`config.mk`:
```
export PLATFORM = sky130hd
export DESIGN_NAME = bin_to_bcd_module
export DESIGN_NICKNAME = d
export VERILOG_FILES = /design/src/rtl/bin_to_bcd_module.sv
export SDC_FILE = /design/constraint.sdc
export NUM_CORES = 1
export LEC_CHECK = 0
export BUFFER_PORTS_ARGS = -buffer_cell sky130_fd_sc_hd__buf_2
export CAP_MARGIN = 20
export CORE_UTILIZATION = 35
export CTS_CLUSTER_DIAMETER = 80
export DETAILED_ROUTE_END_ITERATION = 16
export PLACE_DENSITY = 0.53
export SYNTH_ARGS = -nofsm -noshare
export SYNTH_HDL_FRONTEND = slang
export SYNTH_SLANG_ARGS = --single-unit
export TNS_END_PERCENT = 1
```
`constraint.sdc`:
```
create_clock -name CLK -period 2.3 [get_ports CLK]
set_input_delay 0.115 -clock CLK [delete_from_list [all_inputs] [get_ports CLK]]
set_output_delay 0.115 -clock CLK [all_outputs]
set_load 0.01 [all_outputs]
```
`src/rtl/bin_to_bcd_module.sv`:
```
// Iterative double-dabble binary-to-BCD converter, one shift per clock.
// Define BCD_SATURATE_EN to clamp results above 9999 to 16'h9999.
module bin_to_bcd_module #(
   parameter int BIN_W = 14
) (
   input  logic             CLK,
   input  logic             RST,
   input  logic             StartSig,
   input  logic [BIN_W-1:0] BinData,
   output logic [15:0]      NumberSig,
   output logic             DoneSig,
   output logic             BusySig,
   output logic             OverSig
);

   localparam int SR_W  = 20 + BIN_W;
   localparam int CNT_W = $clog2(BIN_W + 1);

   typedef enum logic {
      IDLE,
      SHIFT
   } state_e;

   state_e            state_q;
   logic [SR_W-1:0]   shift_q;
   logic [CNT_W-1:0]  cnt_q;
   logic [15:0]       number_q;
   logic              done_q;
   logic              busy_q;
   logic              over_q;

   logic [SR_W-1:0]   adj_d;
   logic [SR_W-1:0]   shift_d;
   logic [19:0]       bcd_d;
   logic [15:0]       result_d;
   logic              over_d;
   logic              last_shift_d;

   // NOTE: every always_comb output gets a default first so no path leaves it unassigned (no latch).
   always_comb begin
      adj_d = shift_q;
      for (int i = 0; i < 5; i++) begin
         // Nibble-local +3: no carry is allowed to spill into the next digit.
         if (shift_q[BIN_W + 4*i +: 4] >= 4'd5)
            adj_d[BIN_W + 4*i +: 4] = shift_q[BIN_W + 4*i +: 4] + 4'd3;
      end
      shift_d      = adj_d << 1;
      bcd_d        = shift_d[SR_W-1 -: 20];
      over_d       = (bcd_d[19:16] != 4'd0);
      last_shift_d = (cnt_q == CNT_W'(BIN_W - 1));
`ifdef BCD_SATURATE_EN
      result_d     = over_d ? 16'h9999 : bcd_d[15:0];
`else
      result_d     = bcd_d[15:0];
`endif
   end

   // NOTE: sequential state uses non-blocking assignments so all registers update from pre-edge values.
   always_ff @(posedge CLK) begin
      if (RST) begin
         state_q  <= IDLE;
         shift_q  <= '0;
         cnt_q    <= '0;
         number_q <= 16'h0000;
         done_q   <= 1'b0;
         busy_q   <= 1'b0;
         over_q   <= 1'b0;
      end else begin
         done_q <= 1'b0;
         case (state_q)
            IDLE: begin
               if (StartSig) begin
                  shift_q <= {20'b0, BinData};
                  cnt_q   <= '0;
                  busy_q  <= 1'b1;
                  state_q <= SHIFT;
               end
            end
            SHIFT: begin
               shift_q <= shift_d;
               cnt_q   <= cnt_q + 1'b1;
               if (last_shift_d) begin
                  number_q <= result_d;
                  over_q   <= over_d;
                  done_q   <= 1'b1;
                  busy_q   <= 1'b0;
                  state_q  <= IDLE;
               end
            end
            default: state_q <= IDLE;
         endcase
      end
   end

   assign NumberSig = number_q;
   assign DoneSig   = done_q;
   assign BusySig   = busy_q;
   assign OverSig   = over_q;

endmodule
```
* After elaboration in Yosys (flattened, before gate mapping)
Cells that the tools add are included.
Word-level totals: register bits after elaboration 58, output and inout bits 19, logic and storage cells 42
Cells by class: add/subtract/negate cells 6, order comparisons 5, equal/unequal tests 3, multiplexer cells 16, bitwise gates (word level) 1, reductions and logical operators 4
Operators by type and width (number):
- 34-bit one-hot mux with 2 select lines | 1
- 34-bit 2-to-1 mux | 1
- 4-bit by 3-bit greater-or-equal comparator with 1-bit output (second input constant) | 5
- 4-bit 2-to-1 mux | 5
- 4-bit by 2-bit adder with 4-bit output (second input constant) | 4
- 4-bit one-hot mux with 2 select lines | 1
- 1-bit 2-to-1 mux | 5
- 4-bit by 1-bit adder with 4-bit output (second input constant) | 1
- 4-bit equality test (second input constant) | 1
- 1-bit one-hot mux with 2 select lines | 2
- 2-bit AND reduction | 2
- 4-bit nonzero test | 1
- 3-bit by 2-bit adder with 3-bit output (second input constant) | 1
- 3-bit 2-to-1 mux | 1
- 2-bit by 1-bit != test with 1-bit output (second input constant) | 1
- 2-bit != test (second input constant) | 1
- 2-bit OR reduction | 1
- 1-bit NOT | 1

* Longest topological paths before layout
word-level depth 3, depth in mapped cells 7, mapped depth without buffers 6

* Worst setup path before layout
Ideal clock, no wire load.
path type register -> register, start reg shift_q[14], end reg shift_q[16], data arrival time 1380 ps, data required time 2208 ps, path slack 827 ps, stages on the path, launching flop included 7, path buffers 0, period minus slack after synthesis 1473 ps, cells stage by stage dfxtp_1 inv_1 ha_1 nor2b_1 o21ba_2 mux2_4 o32ai_1
On the way: word-level cells in the longest chain between the ends 3, elaborated cells between the ends (all ways) 4
RTL lines:
- from (decl) | RTL line 25 | logic [SR_W-1:0] shift_q;
- from (signal assigned) | RTL line 73 | shift_q <= {20'b0, BinData};
- from (signal assigned) | RTL line 80 | shift_q <= shift_d;
- 4-bit by 2-bit adder with 4-bit output or 4-bit by 3-bit greater-or-equal comparator with 1-bit output (tied branches) | RTL line 45, 44
- 4-bit 2-to-1 mux * | RTL line 44 | if (shift_q[BIN_W + 4*i +: 4] >= 4'd5)
- 34-bit one-hot mux with 2 select lines * | RTL line 70 | case (state_q)
Every way passes the cells marked *; elsewhere a longest branch is shown, timed or not. A chain may end at the register's enable or synchronous reset.

* Final worst setup path
start reg state_q, end reg shift_q[27]
On the way: word-level cells in the longest chain between the ends 2, elaborated cells between the ends (all ways) 3
RTL lines:
- from (decl) | RTL line 24 | state_e state_q;
- from (signal assigned) | RTL line 61 | state_q <= IDLE;
- from (signal assigned) | RTL line 76 | state_q <= SHIFT;
- from (signal assigned) | RTL line 87 | state_q <= IDLE;
- 1-bit NOT
- 34-bit one-hot mux with 2 select lines or 2-bit != test (tied branches)
Several ways; a longest one is shown, not always the timed one.

==> key figures <==
Clock tree
  – H-tree level count: 3
  – Hold_buf cts: 0
  – Clock slew at reported path FFs: 0.06 ns
  – CTS tree: built
  – Maximum root-to-sink buffer count: 2
  – Post-CTS Setup Bufs: 0
  – Clk_lat worst skew: 0.33 ns
  – Clk root buf: clkbuf_8
  – Post_cts resized: 0
  – Clock sink count: 58
  – CTS Buf Count: 9

Timing
  – Setup-failing EPs final: 0
  – RSZ-0062 raised after global routing: false
  – Max Slew Vio Count: 0
  – Hold Vio Cnt, Final: 0
  – Slew Limit Headroom: 0.588
  – Final Hold Slack: 0.0708 ns
  – Max Freq: 0.604 GHz
  – Slew @ Worst Pin: 0.618 ns
  – Fin crit share: 0.720
  – Final period demand of the worst path: 1.66 ns
  – Setup Skew: 0.00673 ns
  – Setup tns final: 0 ns

Die
  – Std cell rows: 32
  – DIE WIDTH: 91.2 um
  – Ports: 36
  – Die Y: 91.2 um
  – Die area: 8330 um^2
  – Starting density of the core: 0.361
  – Core area: 7730 um^2

Worst hold path
  – Hold Path Stages: 3
  – Hold Path Class: in2reg
  – Min-delay src: BinData[0]

Critical path
  – Critical path startpoint category: register
  – Worst reg2reg path depth: 3
  – Crit-path max cell delay: 0.48 ns
  – Worst path depth: 3
  – Slowest stage cell, crit path: buf_4
  – Worst path bufs/invs: 1
  – Critical path type: reg2reg
  – WP data arrival: 1.89 ns
  – Worst EP required: 2.54 ns
  – Crit. End Element: register
  – Crit path launch: state_q$_SDFF_PP0_
  – RR Startpoint: state_q$_SDFF_PP0_
  – Crit path max-delay family: buffers and inverters
  – CP Cell Sequence: buf_4, nand2b_1, o32ai_1
  – Max FO, Critical Path: 50

Layout
  – Final core utilization: 0.416
  – Fillers: 790
  – Layout Cells excl Fill: 455
  – Antenna cell count: 0
  – Layout cells sized above 1: 0.218
  – Layout Nets: 377
  – Area Growth Syn to Fin: 15.3%

Logic synthesis
  – Most frequent cells after synthesis: dfxtp_1 (58), nor2_1 (43), a21oi_1 (27)
  – Mapped Area: 2790 um^2
  – Count leader, synth: dfxtp_1
  – Most used DFF post-synth: dfxtp_1
  – FF+latch count, synth: 58
  – Post-synth EDFFs: 0
  – Yosys warning count: 0
  – Synth Net Count: 345
  – Mapped Cells: 316
  – Syn Area/Cell: 8.82 um^2
  – Synth area leader: dfxtp_1
  – Seq/Total Area, Yosys: 0.417
  – Asr flop ratio synth: 0
  – Synth top area share: 0.417
  – Top post-synthesis cells by area: dfxtp_1 (42%), nor2_1 (5.8%), mux2i_1 (5.7%)
  – Library cells used by synthesis: 42

Place
  – DP Cell Count: 439
  – Final GP Congestion: 0.749
  – # port buffers: 35
  – Hpwl dp: 4.06 mm

GRT
  – Initial antenna violation count: 0
  – Grt total ovfl: 0
  – Pin count of the biggest net entering global routing: 51
  – First-pass GRT wire length: 10.4 mm
  – Vias in the first global route: 2163
  – GRT Resource Usage Total: 0.160

Drt
  – Vias: 2282
  – Routed len/inst: 13.6 um
  – Remaining DRCs: 0
  – DRT Pass-1 Iters: 4
  – DRT iter0 DRCs: 92
  – Vias/cell: 5.02
  – Post-route ant nets: 0
  – Total wire length: 6.18 mm

Pwr
  – Leakage: 1.24 nW
  – Maximum VDD drop: 0.354 mV
  – Pwr per Cell Area: 635 nW/um^2

Flow run
  – Maxcap violations: 0

Run status
  – Status: complete, no violations
## power breakdown
part	internal [W]	total, W	switching [W]
registers	0.00102	0.00104	0.0000162
logic	0.0000504	0.000133	0.0000829
clock network	0.000477	0.000868	0.000392
total	0.00155	0.00204	0.000491
## state kept, by name (all words and copies together) (netlist names)
name	cells
cnt_q	4
DoneSig	1
NumberSig	16
state_q	1
BusySig	1
OverSig	1
shift_q	34
## placed cells by master (no fill, tap or decap), types with 4 or more instances in the layout
master and n:
inv_2 5, a21oi_1 27, dfxtp_1 57, nand2_1 12, o21ai_1 20, a311oi_2 4, xnor2_1 5, nand3_1 5
clkbuf_8 12, nand2b_1 4, or3_1 4, nor2_1 43, nor3_1 16, mux2i_1 16, buf_2 35, buf_4 5
inv_1 13, nand3b_1 9, o32ai_1 10, and2_1 4, ha_1 12
## layout make-up
type                            instances  area [um^2]  share of cell area
Clock buffer                           14          173              0.0537
Sequential cell                        58         1160               0.361
Tap cell                              102          128              0.0397
Inverter                               18         67.6              0.0210
Multi-Input combinational cell        221         1460               0.455
Clock inverter                          2         10.0             0.00311
Timing Repair Buffer                   40          213              0.0661
## metal layers
metal  up-vias  share of wire  track usage  wire (um)
met4         0         0.0094       0.0476         58
met2        38           0.42        0.240       2610
met1      1068           0.52        0.211       3210
met3         5          0.048       0.0645        297
li1       1171              -            -          -
met5         -              0            0          0
## through the flow
stage / area (um^2) / power [W] / setup WS (ns)
2_1_floorplan: 2790 / 0.00116 / 0.827
3_3_place_gp: 3030 / 0.00120 / 0.659
3_5_place_dp: 3030 / 0.00120 / 0.656
4_1_cts: 3220 / 0.00208 / 0.646
5_1_grt: 3220 / 0.00214 / 0.463
6_report: 3220 / 0.00204 / 0.644
## worst reg2reg max path, stage by stage (launching register included)
cell	delay, ns
dfxtp_2	0.46
buf_4	0.49
nand2b_1	0.39
o32ai_1	0.23
## final timing paths
| check | to | slack, ns |
|---|---|---|
| worst max-delay path | shift_q[27]$_SDFFE_PP0P_ | 0.64 |
| worst min-delay path | shift_q[0]$_SDFFE_PP0P_ | 0.07 |
| worst max register to register | shift_q[27]$_SDFFE_PP0P_ | 0.64 |
| worst min register to register | NumberSig[10]$_SDFFE_PP0P_ | 0.47 |
## logic make-up after synthesis
group           Yosys count  share of synthesized area
xor+xnor                  5                     0.0157
simple gates            111                      0.202
buf+inv                  37                     0.0588
flops                    58                      0.417
fa+ha+maj                12                     0.0539
mux                      21                     0.0817
compound gates           72                      0.172
Power figures use the tool's default switching activity.
